<file path="src/rtl/pwm_pkg.sv">
// Shared PWM scale definitions used by both the servo PWM generator and receiver.
// Widths are in measurement ticks: 255 ticks of offset maps 1 ms to code 0.
package pwm_pkg;

    localparam int         PWM_OFFSET_TICKS = 255;
    localparam logic [7:0] PWM_NEUTRAL      = 8'd127;
    localparam int         PWM_PERIOD_TICKS = 5100;
    localparam int         CNT_W            = 13;

    typedef enum logic [1:0] {
        WAIT_LOW,
        WAIT_RISE,
        HIGH
    } pwm_rx_state_t;

    // Map a measured high time to the 8-bit command scale, clamping both ends.
    function automatic logic [7:0] ticks_to_width(input logic [CNT_W-1:0] h);
        logic [CNT_W-1:0] d;
        d = h - CNT_W'(PWM_OFFSET_TICKS);
        if (h < CNT_W'(PWM_OFFSET_TICKS)) begin
            return 8'd0;
        end else if (h > CNT_W'(2 * PWM_OFFSET_TICKS)) begin
            return 8'd255;
        end else begin
            return d[7:0];
        end
    endfunction

endpackage

</file>
<file path="src/rtl/pwm_receiver_if.sv">
// Pin-to-register-file signal bundle of the PWM receiver.
// master is the receiver side, slave is the consumer that owns the pin stimulus.
interface pwm_receiver_if;

    logic       pwm_in;
    logic [7:0] width;
    logic       valid;
    logic       sample_stb;
    logic [7:0] glitch_count;

    modport master (
        input  pwm_in,
        output width,
        output valid,
        output sample_stb,
        output glitch_count
    );

    modport slave (
        output pwm_in,
        input  width,
        input  valid,
        input  sample_stb,
        input  glitch_count
    );

endinterface

</file>
<file path="src/rtl/pwm_edge_sync.sv">
// Two-flop synchronizer for the asynchronous PWM pin plus a delayed copy for edge detection.
// ready_o rises once both synchronizer stages hold samples taken after reset.
module pwm_edge_sync (
    input  logic clk_i,
    input  logic rst_ni,
    input  logic async_i,
    output logic level_o,
    output logic rise_o,
    output logic fall_o,
    output logic ready_o
);

    logic       sync1_q;
    logic       sync2_q;
    logic       prev_q;
    logic [1:0] settle_q;

    always_ff @(posedge clk_i) begin
        if (!rst_ni) begin
            sync1_q  <= 1'b0;
            sync2_q  <= 1'b0;
            prev_q   <= 1'b0;
            settle_q <= 2'b00;
        end else begin
            sync1_q  <= async_i;
            sync2_q  <= sync1_q;
            prev_q   <= sync2_q;
            settle_q <= {settle_q[0], 1'b1};
        end
    end

    assign level_o = sync2_q;
    assign rise_o  = sync2_q & ~prev_q;
    assign fall_o  = ~sync2_q & prev_q;
    assign ready_o = settle_q[1];

endmodule

</file>
<file path="src/rtl/pwm_receiver.sv">
// RC servo pulse receiver: measures pin high time in prescaled ticks and converts it
// to the 8-bit command scale, with glitch rejection and loss-of-signal fallback to neutral.
module pwm_receiver
    import pwm_pkg::*;
#(
    parameter int DIV_FACTOR    = 47,
    parameter int MIN_TICKS     = 204,
    parameter int MAX_TICKS     = 561,
    parameter int TIMEOUT_TICKS = 6375
) (
    input  logic           clk_12MHz,
    input  logic           reset,
    pwm_receiver_if.master bus
);

    localparam int PRE_W = (DIV_FACTOR > 1) ? $clog2(DIV_FACTOR) : 1;

    logic level, rise, fall, sync_ready;

    pwm_edge_sync u_edge_sync (
        .clk_i   (clk_12MHz),
        .rst_ni  (reset),
        .async_i (bus.pwm_in),
        .level_o (level),
        .rise_o  (rise),
        .fall_o  (fall),
        .ready_o (sync_ready)
    );

    pwm_rx_state_t    state_q, state_d;
    logic [PRE_W-1:0] presc_q, presc_d;
    logic [CNT_W-1:0] high_cnt_q, high_cnt_d;
    logic [CNT_W-1:0] timeout_q, timeout_d;
    logic [7:0]       width_q, width_d;
    logic             valid_q, valid_d;
    logic             stb_q, stb_d;
    logic [7:0]       glitch_q, glitch_d;
    logic             tick, accept, reject;

    assign tick    = (presc_q == PRE_W'(DIV_FACTOR - 1));
    assign presc_d = tick ? '0 : presc_q + 1'b1;

    always_comb begin
        state_d    = state_q;
        high_cnt_d = high_cnt_q;
        timeout_d  = timeout_q;
        width_d    = width_q;
        valid_d    = valid_q;
        stb_d      = 1'b0;
        glitch_d   = glitch_q;
        accept     = 1'b0;
        reject     = 1'b0;

        // Loss of signal drops to neutral on the tick that reaches the limit.
        if (tick && timeout_q != CNT_W'(TIMEOUT_TICKS)) begin
            timeout_d = timeout_q + 1'b1;
            if (timeout_q == CNT_W'(TIMEOUT_TICKS - 1)) begin
                valid_d = 1'b0;
                width_d = PWM_NEUTRAL;
            end
        end

        unique case (state_q)
            WAIT_LOW: begin
                if (sync_ready && !level) state_d = WAIT_RISE;
            end
            WAIT_RISE: begin
                if (rise) begin
                    high_cnt_d = '0;
                    state_d    = HIGH;
                end
            end
            HIGH: begin
                if (tick) high_cnt_d = high_cnt_q + 1'b1;
                if (fall) begin
                    state_d = WAIT_RISE;
                    if (high_cnt_q < CNT_W'(MIN_TICKS) || high_cnt_q > CNT_W'(MAX_TICKS)) begin
                        reject = 1'b1;
                    end else begin
                        accept = 1'b1;
                    end
                end else if (high_cnt_q > CNT_W'(MAX_TICKS)) begin
                    // Stuck-high line: give up before the counter can wrap.
                    reject  = 1'b1;
                    state_d = WAIT_LOW;
                end
            end
            default: state_d = WAIT_LOW;
        endcase

        // Accept overrides a coincident timeout.
        if (accept) begin
            width_d   = ticks_to_width(high_cnt_q);
            valid_d   = 1'b1;
            timeout_d = '0;
            stb_d     = 1'b1;
        end
        if (reject && glitch_q != 8'hFF) glitch_d = glitch_q + 1'b1;
    end

    always_ff @(posedge clk_12MHz) begin
        if (!reset) begin
            state_q    <= WAIT_LOW;
            presc_q    <= '0;
            high_cnt_q <= '0;
            timeout_q  <= '0;
            width_q    <= PWM_NEUTRAL;
            valid_q    <= 1'b0;
            stb_q      <= 1'b0;
            glitch_q   <= '0;
        end else begin
            state_q    <= state_d;
            presc_q    <= presc_d;
            high_cnt_q <= high_cnt_d;
            timeout_q  <= timeout_d;
            width_q    <= width_d;
            valid_q    <= valid_d;
            stb_q      <= stb_d;
            glitch_q   <= glitch_d;
        end
    end

    assign bus.width        = width_q;
    assign bus.valid        = valid_q;
    assign bus.sample_stb   = stb_q;
    assign bus.glitch_count = glitch_q;

endmodule

</file>
<file path="src/flat_wrapper.sv">
// flat-port wrapper written by rule: the top's interface ports become plain ports
module pwm_receiver_flat import pwm_pkg::*;
#(
    parameter int DIV_FACTOR    = 47,
    parameter int MIN_TICKS     = 204,
    parameter int MAX_TICKS     = 561,
    parameter int TIMEOUT_TICKS = 6375
)
  (clk_12MHz, reset, bus_pwm_in, bus_width, bus_valid, bus_sample_stb, bus_glitch_count);
  pwm_receiver_if bus_i ();
  input  logic clk_12MHz;
  input  logic reset;
  input wire logic [$bits(bus_i.pwm_in)-1:0] bus_pwm_in;
  output wire logic [$bits(bus_i.width)-1:0] bus_width;
  output wire logic [$bits(bus_i.valid)-1:0] bus_valid;
  output wire logic [$bits(bus_i.sample_stb)-1:0] bus_sample_stb;
  output wire logic [$bits(bus_i.glitch_count)-1:0] bus_glitch_count;
  assign bus_i.pwm_in = bus_pwm_in;
  assign bus_width = bus_i.width;
  assign bus_valid = bus_i.valid;
  assign bus_sample_stb = bus_i.sample_stb;
  assign bus_glitch_count = bus_i.glitch_count;
  pwm_receiver #(.DIV_FACTOR(DIV_FACTOR), .MIN_TICKS(MIN_TICKS), .MAX_TICKS(MAX_TICKS), .TIMEOUT_TICKS(TIMEOUT_TICKS)) u_core (.clk_12MHz(clk_12MHz), .reset(reset), .bus(bus_i));
endmodule
</file>
<file path="config.mk">
export PLATFORM = sky130hd
export DESIGN_NAME = pwm_receiver_flat
export DESIGN_NICKNAME = d
export VERILOG_FILES = /design/src/rtl/pwm_pkg.sv /design/src/rtl/pwm_receiver_if.sv /design/src/rtl/pwm_edge_sync.sv /design/src/rtl/pwm_receiver.sv /design/src/flat_wrapper.sv
export SDC_FILE = /design/constraint.sdc
export NUM_CORES = 1
export LEC_CHECK = 0
export ABC_AREA = 1
export BUFFER_PORTS_ARGS = -buffer_cell sky130_fd_sc_hd__buf_2
export CORE_MARGIN = 1.5
export CORE_UTILIZATION = 25
export CTS_CLUSTER_DIAMETER = 80
export CTS_CLUSTER_SIZE = 8
export DETAILED_ROUTE_END_ITERATION = 12
export PLACE_DENSITY = 0.44
export REMOVE_ABC_BUFFERS = 1
export SLEW_MARGIN = 40
export SYNTH_ARGS = -nofsm -noshare
export SYNTH_HDL_FRONTEND = slang
export SYNTH_SLANG_ARGS = --single-unit
</file>
<file path="constraint.sdc">
create_clock -name clk_12MHz -period 2.1 [get_ports clk_12MHz]
set_input_delay 0.21 -clock clk_12MHz [delete_from_list [all_inputs] [get_ports clk_12MHz]]
set_output_delay 0.21 -clock clk_12MHz [all_outputs]
set_load 0.01 [all_outputs]
</file>
## Word-level counts from Yosys, hierarchy flattened

Cells that the tools add are included.

| storage, ports and cells | value |
|---|---|
| register bits after elaboration | 57 |
| output and inout port bits | 18 |
| logic and storage cells | 76 |

| operators by class | value |
|---|---|
| add/sub/neg operators | 5 |
| $lt $le $gt $ge | 4 |
| eq/ne operators | 10 |
| mux-type cells | 25 |
| bitwise operators | 5 |
| reduce and logical (&&, ||, !) cells | 14 |

Operators by type and width:

| cell | count |
|---|---|
| $mux W8 | 5 |
| $add A13 B1 Y13 const B | 2 |
| $lt A13 B8 Y1 const B | 2 |
| $mux W13 | 2 |
| $pmux W13 S2 | 1 |
| $eq A13 B13 Y1 const B | 1 |
| $gt A13 B10 Y1 const B | 1 |
| $gt A13 B9 Y1 const B | 1 |
| $ne A13 B13 Y1 const B | 1 |
| $mux W1 | 12 |
| $add A8 B1 Y8 const B | 1 |
| $mux W2 | 4 |
| $ne A8 B8 Y1 const B | 1 |
| $sub A8 B8 Y8 const B | 1 |
| $add A6 B1 Y6 const B | 1 |
| $eq A6 B6 Y1 const B | 1 |
| $ne A2 B1 Y1 const B | 3 |
| $pmux W2 S3 | 1 |
| $reduce_and A3 Y1 | 2 |
| $reduce_bool A2 Y1 | 3 |
| $reduce_or A2 Y1 | 2 |
| $logic_and A1 B1 Y1 | 3 |
| $ne A3 B1 Y1 const B | 1 |
| $not A1 Y1 | 3 |
| 7 further kinds | 8 |

## Logic depth before layout (Yosys ltp)

Gate-level depths: netlist of the first run.

| logic depth | value |
|---|---|
| depth in word-level cells | 7 |
| gate-level depth with buffers | 13 |

## Cells and area by module

From an unflattened synthesis of the first run, not the netlist that was laid out.

| unflattened totals | value |
|---|---|
| cell total of the unflattened synthesis | 418 |
| area total of the unflattened synthesis | 3050.4 µm² |

By module, submodules not included:

| module | times used | cells each | area an instance (µm²) |
|---|---|---|---|
| pwm_receiver | 1 | 401 | 2902.8 |
| pwm_edge_sync | 1 | 17 | 147.6 |

## Least setup slack after synthesis of the first run

No wires, ideal clock.

| path | value |
|---|---|
| kind | flip-flop to flip-flop |
| from | register u_core.state_q[0] |
| to | register u_core.high_cnt_q[10] |
| library setup time | 0.133 ns |
| arrival time | 1.377 ns |
| slack | 0.590 ns |
| cell stages (with the launch flop) | 10 |
| path buffers | 1 |
| clock period less this slack | 1.510 ns |
| cell sequence | dfxtp_1 inv_1 ha_1 inv_1 nor2_1 o21ai_2 buf_2 nor3_2 xor2_1 nor2_1 |

| on the way | value |
|---|---|
| longest elaborated chain between the ends | 3 |

Ends and longest elaborated chain:

| element | RTL line | source |
|---|---|---|
| start: declaration | pwm_receiver.sv:30 | `pwm_rx_state_t state_q, state_d;` |
| start signal: assignment | pwm_receiver.sv:112 | `state_q <= state_d;` |
| $eq A2 B2 Y1 or $eq A2 B1 Y1 (tied branches) | pwm_receiver.sv:63 | `unique case (state_q)` |
| $ne A2 B1 Y1 (no source line) or $reduce_bool A2 Y1 (tied branches) | -- |  |
| $reduce_and A3 Y1 (no source line) | -- |  |
| end signal: assignment | pwm_receiver.sv:114 | `high_cnt_q <= high_cnt_d;` |
| end: declaration | pwm_receiver.sv:32 | `logic [CNT_W-1:0] high_cnt_q, high_cnt_d;` |

Parallel ways exist; a longest one is shown, timed or not.
A chain may end at the register's enable or synchronous reset.

## Worst setup path after layout of the first run

| path | value |
|---|---|
| from | register u_core.presc_q[0] |
| to | register u_core.high_cnt_q[9] |

| on the way | value |
|---|---|
| longest elaborated chain between the ends | 3 |

Ends and longest elaborated chain:

| element | RTL line | source |
|---|---|---|
| start: declaration | pwm_receiver.sv:31 | `logic [PRE_W-1:0] presc_q, presc_d;` |
| start signal: assignment | pwm_receiver.sv:113 | `presc_q <= presc_d;` |
| $eq A6 B6 Y1 | pwm_receiver.sv:40 | `assign tick = (presc_q == PRE_W'(DIV_FACTOR - 1));` |
| $ne A2 B1 Y1 (no source line) | -- |  |
| $reduce_and A3 Y1 (no source line) | -- |  |

Every way passes these cells.

==> out/metrics.yaml, run 1 <==
grt_max_degree: 21
cts_htree_levels: 3
antenna_found_initial: 0
fin_crit_ns: 1.80
first_global_vias: 2599
most-common-layout-cells: "nand2_1, inv_1, dfxtp_1"
ir_drop_mv: 0.300
n_fill_cell: 1345
drtAntennaViolNets: 0
post_drt_wl_per_cell_microns: 10.8
worst-path-buf-inv: 1
crit_path_start_kind: "flop"
finalSetupViolCount: 0
synthFlopType: "dfxtp_1"
cts_buffer_depth: 2
wl_microns: 6840
outcome: "completed"
r2r-end: "u_core.high_cnt_q[9]"
ctsHoldBuffers: 0
clock_latency_ns: 0.32
viasPerCell: 4.26
cts_setup_buffers: 0
cp-end-kind: "flop"
port_buffers: 20
initial_core_util_pct: 25.8
crit_family: "compound AO/OA/AOI/OAI gates"
syn-cell-area_sq_um: 3120
drv_cap: 0
dp_hpwl_microns: 5010
slew_headroom_pct: 62.8
nets: 473
crit_cells: 7
vias: 2686
cts.clk_slew.worst_paths_ns: 0.05
ctsResizeCount: 0
syn_area_per_cell_sq_um: 7.26
die_area_sq_um: 13200
cp_cell_sequence: "inv_1 > ha_1 > nand3_1 > nor2_1 > o21ai_2 > o21ai_0 > nor3_1"
syn_inst: 430
root_buffer: "clkbuf_16"
p_leak_uw: 0.00151
setup_ws_ns: 0.301
crit_path_start: "u_core.presc_q[0]"
rrSetupSlack_ns: 0.30
fp.coreArea_sq_um: 12100
cp_slowest_cell: "o21ai_0"
die_y_microns: 115
cts_tree: "done"
worstMarginPinSlew_ns: 0.552
crit_fanout: 7
finClkSkew_ns: 0.00634
num_io_pins: 21
gp_congestion: 0.798
critPathKind: "reg -> reg"
tns_ns: 0
die_width_microns: 115
hold_viol_final: 0
synth_seq_cells: 57
grt_pass1_wl_microns: 12000
finalCritPeriodShare_pct: 85.7
hp-start: "bus_pwm_in"
clock_sinks: 57
fin_area_sq_um: 3710
cp.arrival_ns: 1.99
mostFrequentLayoutCell: "nand2_1"
placed_area_sq_um: 3410
powerDensity_nw_per_um2: 789
drt-initial-drc-count: 151
synthToLayoutAreaGrowth_pct: 18.7
post-place-ws_ns: 0.254
numCtsBuffers: 9
drc: 0
synth_edf_count: 0
synth_warnings: 0
fmax_mhz: 556
drive_gt1_share_pct: 15.8
grtUsageTotal_pct: 11.5
rsz0062_at_grt: "false"
crit_required_ns: 2.29
first_pass_iters: 4
slowest_delay_ns: 0.48
endpoint: "u_core.high_cnt_q[9]"
rows: 40
worstRegToRegCells: 7
grt-ovfl-total: 0
r2r-start: "u_core.presc_q[0]"
hp-class: "in -> reg"
ys_seq_area_share_pct: 36.5
drv_slew: 0
yosys.cell_types.count: 36
antenna_cells: 0
synthArstFlopShare_pct: 0
## tightest hold or removal path: stages
cell and delay, ns:
buf_2 0.08, nand2_1 0.04, inv_1 0.04
## cell usage after synthesis, types with 9 or more instances
library cell / instances / share of area [%]
nand2_1: 98 / 12
dfxtp_1: 57 / 37
inv_1: 57 / 6.9
nor2_1: 45 / 5.4
nand3_1: 24 / 3.8
a21oi_1: 22 / 3.5
xor2_1: 17 / 4.8
nand4_1: 16 / 3.2
o21ai_0: 15 / 2.4
a21oi_2: 11 / 3.1
ha_1: 11 / 4.4
nor3_1: 9 / 1.4
## flip-flops by register name (all words and copies together), names as in the netlist
signal                       count
u_core.bus.valid                 1
u_core.u_edge_sync.settle_q      2
u_core.presc_q                   6
u_core.state_q                   2
u_core.bus.sample_stb            1
u_core.u_edge_sync.prev_q        1
u_core.high_cnt_q               13
u_core.bus.glitch_count          8
u_core.u_edge_sync.sync1_q       1
u_core.timeout_q                13
u_core.u_edge_sync.level_o       1
u_core.bus.width                 8
## where the power goes
part	switching (uW)	internal [uW]
clock network	488	971
logic	223	108
registers	26.5	1110
## how the worst min path moves through the flow
stage               cells after the start                        endpoint
floorplan                               0  u_core.u_edge_sync.settle_q[0]
global placement                        2  u_core.u_edge_sync.settle_q[1]
detailed placement                      2  u_core.u_edge_sync.settle_q[1]
CTS                                     3      u_core.u_edge_sync.sync1_q
global route                            3      u_core.u_edge_sync.sync1_q
finish                                  3      u_core.u_edge_sync.sync1_q
## final cells by class
class,instances,area (sq um),area share (%)
clock inverter,3,40.0,1.08
multi-input combinational,306,1700,45.8
inverter,60,225,6.07
tap,168,210,5.67
clock buffer,12,256,6.92
timing repair buffer,25,138,3.71
sequential,57,1140,30.8
## metrics by stage
step                power, uW  hold slack (ns)  cells  util [%]
global route             3090           0.0862    631      30.6
floorplan                1390            0.238    423         -
CTS                      2980           0.0658    631      30.6
finish                   2930           0.0745    631      30.6
global placement         1490            0.399    616      28.2
detailed placement       1490            0.403    616      28.2
## metal layers
layer / track usage (%) / routed length, microns / vias up / share of wire (%)
li1: - / - / 1433 / -
met3: 3.43 / 170 / 11 / 2.5
met4: 4.86 / 109 / 0 / 1.6
met1: 14.3 / 3440 / 1224 / 50
met5: 0 / 0 / - / 0
met2: 18.5 / 3120 / 18 / 46
## cell families (layout without fill, tap and decap cells)
group / count (synthesis) / in the layout / synth area share (%)
AND/OR/NAND/NOR: 216 / 216 / 32.6
flip-flops: 57 / 57 / 36.5
buffers and inverters: 67 / 100 / 9.13
XOR/XNOR: 24 / 24 / 6.73
adder cells (fa/ha/maj): 11 / 11 / 4.41
AO/OA/AOI/OAI: 55 / 55 / 10.6
Power figures use the tool's default switching activity.
==> run 2: changes to the inputs <==
--- a/config.mk
+++ b/config.mk
@@ -12,7 +12,6 @@
 export CTS_CLUSTER_DIAMETER = 80
 export CTS_CLUSTER_SIZE = 8
 export DETAILED_ROUTE_END_ITERATION = 12
-export PLACE_DENSITY = 0.44
 export REMOVE_ABC_BUFFERS = 1
 export SLEW_MARGIN = 40
 export SYNTH_ARGS = -nofsm -noshare
==> out/metrics.yaml, run 2 (synthesis results as in run 1) <==
finalSetupViolCount: 0  # unchanged
rrSetupSlack_ns: 0.34  # +0.04 ns
most-common-layout-cells: "nand2_1, inv_1, dfxtp_1"
mostFrequentLayoutCell: "nand2_1"
slowest_delay_ns: 0.41  # -0.07 ns
antenna_cells: 0  # unchanged
die_width_microns: 115  # unchanged
finClkSkew_ns: 0.00614  # -0.000198 ns
die_area_sq_um: 13200  # unchanged
p_total_uw: 3000  # +2.6%
worst-path-buf-inv: 0  # -1
whs_path_depth: 3  # unchanged
hp-class: "in -> reg"
crit_family: "simple AND/OR/NAND/NOR gates"
grt-ovfl-total: 0  # unchanged
die_y_microns: 115  # unchanged
post_drt_wl_per_cell_microns: 10.8  # about the same
antenna_found_initial: 0  # unchanged
rsz0062_at_grt: "false"
num_io_pins: 21  # unchanged
cp_slowest_cell: "dfxtp_1"
r2r-start: "u_core.high_cnt_q[0]"
finalCritPeriodShare_pct: 83.8  # -1.9 points
fp.coreArea_sq_um: 12100  # unchanged
drtAntennaViolNets: 0  # unchanged
multi_input_area_sq_um: 1700  # unchanged
grt_pass1_wl_microns: 11900  # -0.63%
numCtsBuffers: 9  # unchanged
cts_buffer_depth: 2  # unchanged
nets: 474  # +0.21%
ctsHoldBuffers: 0  # unchanged
cts_tree: "done"
vias: 2756  # +2.6%
drive_gt1_share_pct: 16.3  # +0.58 points
fin_crit_ns: 1.76  # -0.0401 ns
tns_ns: 0  # unchanged
ctsResizeCount: 0  # unchanged
hp-start: "bus_pwm_in"
top_regs: "u_core.high_cnt_q x13, u_core.timeout_q x13"
crit_required_ns: 2.32  # +0.03 ns
drv_slew: 0  # unchanged
drt-initial-drc-count: 123  # -19%
grtUsageTotal_pct: 11.5  # +0.035 points
cts_htree_levels: 3  # unchanged
p_leak_uw: 0.00152  # +0.49%
crit_top_cell: "nor2_1"
dp_hpwl_microns: 5090  # +1.5%
synthToLayoutAreaGrowth_pct: 19.6
slew_headroom_pct: 71.3  # +8.5 points
rows: 40  # unchanged
cp.arrival_ns: 1.98  # about the same
first_global_vias: 2644  # +1.7%
gp_congestion: 0.852  # +6.8%
root_buffer: "clkbuf_16"
ir_drop_mv: 0.349  # +16%
drv_cap: 0  # unchanged
min_to: "u_core.u_edge_sync.sync1_q"
fmax_mhz: 568  # +2.3%
cp-end-kind: "flop"
drc: 0  # unchanged
grt_max_degree: 14  # -33%
critPathKind: "reg -> reg"
clock_sinks: 57  # unchanged
port_buffers: 20  # unchanged
crit_fanout: 5  # -2
hold_viol_final: 0  # unchanged
r2r-end: "u_core.high_cnt_q[12]"
regArea_sq_um: 1140  # unchanged
cp_cell_sequence: "ha_1 > nand3_1 > nor2_1 > nand2_1 > nor2_1 > nand3_1 > xor2_1 > nor2_1"
cts.clk_slew.worst_paths_ns: 0.05  # about the same
powerDensity_nw_per_um2: 804  # +1.9%
initial_core_util_pct: 25.8  # unchanged
clock_latency_ns: 0.33  # about the same
worstRegToRegCells: 8  # +1
first_pass_iters: 4  # unchanged
n_fill_cell: 1321  # -1.8%
cts_setup_buffers: 0  # unchanged
outcome: "completed"
worstMarginPinSlew_ns: 0.430  # -0.122 ns
crit_path_start_kind: "flop"
viasPerCell: 4.35  # +2.3%
wl_microns: 6870  # +0.41%
## run 2: changes by cell type in the layout (fill, tap and decap cells not counted)
cell,change
clkbuf_1,-1
clkinv_2,-1
clkbuf_8,+1
clkinvlp_4,+2
buf_4,+1
## run 2: power breakdown
part           switching, uW  internal [uW]  total, uW
Sequential              26.1           1110       1140
Combinational            222            130        352
Clock                    504           1010       1520
Total                    753           2250       3000
## run 2: worst max path at each step
stage | slack (ns) | depth (start not counted) | to | start
after floorplan | 0.43 | 9 | u_core.high_cnt_q[5] | u_core.state_q[0]
after global placement | 0.35 | 10 | u_core.high_cnt_q[11] | u_core.presc_q[0]
after detailed placement | 0.37 | 8 | u_core.high_cnt_q[12] | u_core.high_cnt_q[0]
after CTS | 0.34 | 8 | u_core.high_cnt_q[12] | u_core.high_cnt_q[0]
after global routing | 0.12 | 8 | u_core.high_cnt_q[12] | u_core.high_cnt_q[0]
final | 0.34 | 8 | u_core.high_cnt_q[12] | u_core.high_cnt_q[0]
## run 2: stage by stage
step	instance area [sq um]	instances	utilization [%]	setup slack (ns)	hold slack [ns]
finish	3730	633	30.8	0.341	0.0633
global route	3730	633	30.8	0.117	0.0905
CTS	3730	633	30.8	0.345	0.0578
detailed placement	3420	617	28.2	0.366	0.403
global placement	3420	617	28.2	0.354	0.394
floorplan	3060	423	-	0.433	0.238
## run 2: area by class of cell
| type | count | share of cell area [%] |
|---|---|---|
| Inverter | 60 | 6.03 |
| Timing Repair Buffer | 26 | 3.89 |
| Multi-Input combinational cell | 306 | 45.4 |
| Sequential cell | 57 | 30.6 |
| Clock buffer | 12 | 7.14 |
| Tap cell | 168 | 5.63 |
| Clock inverter | 4 | 1.34 |
## run 2: worst register-to-register path, delay by kind of cell, from the launching register on
family / cells / cell delay (ns)
simple gates: 6 / 0.86
xor+xnor: 1 / 0.15
flops: 1 / 0.41
fa+ha+maj: 1 / 0.23
## run 2: per-layer routing
| layer | global-route usage (%) | routed length, microns | up-vias |
|---|---|---|---|
| met2 | 18.9 | 3240 | 31 |
| li1 | - | - | 1438 |
| met1 | 13.9 | 3260 | 1276 |
| met5 | 0 | 0 | - |
| met3 | 3.48 | 230 | 11 |
| met4 | 5.35 | 138 | 0 |
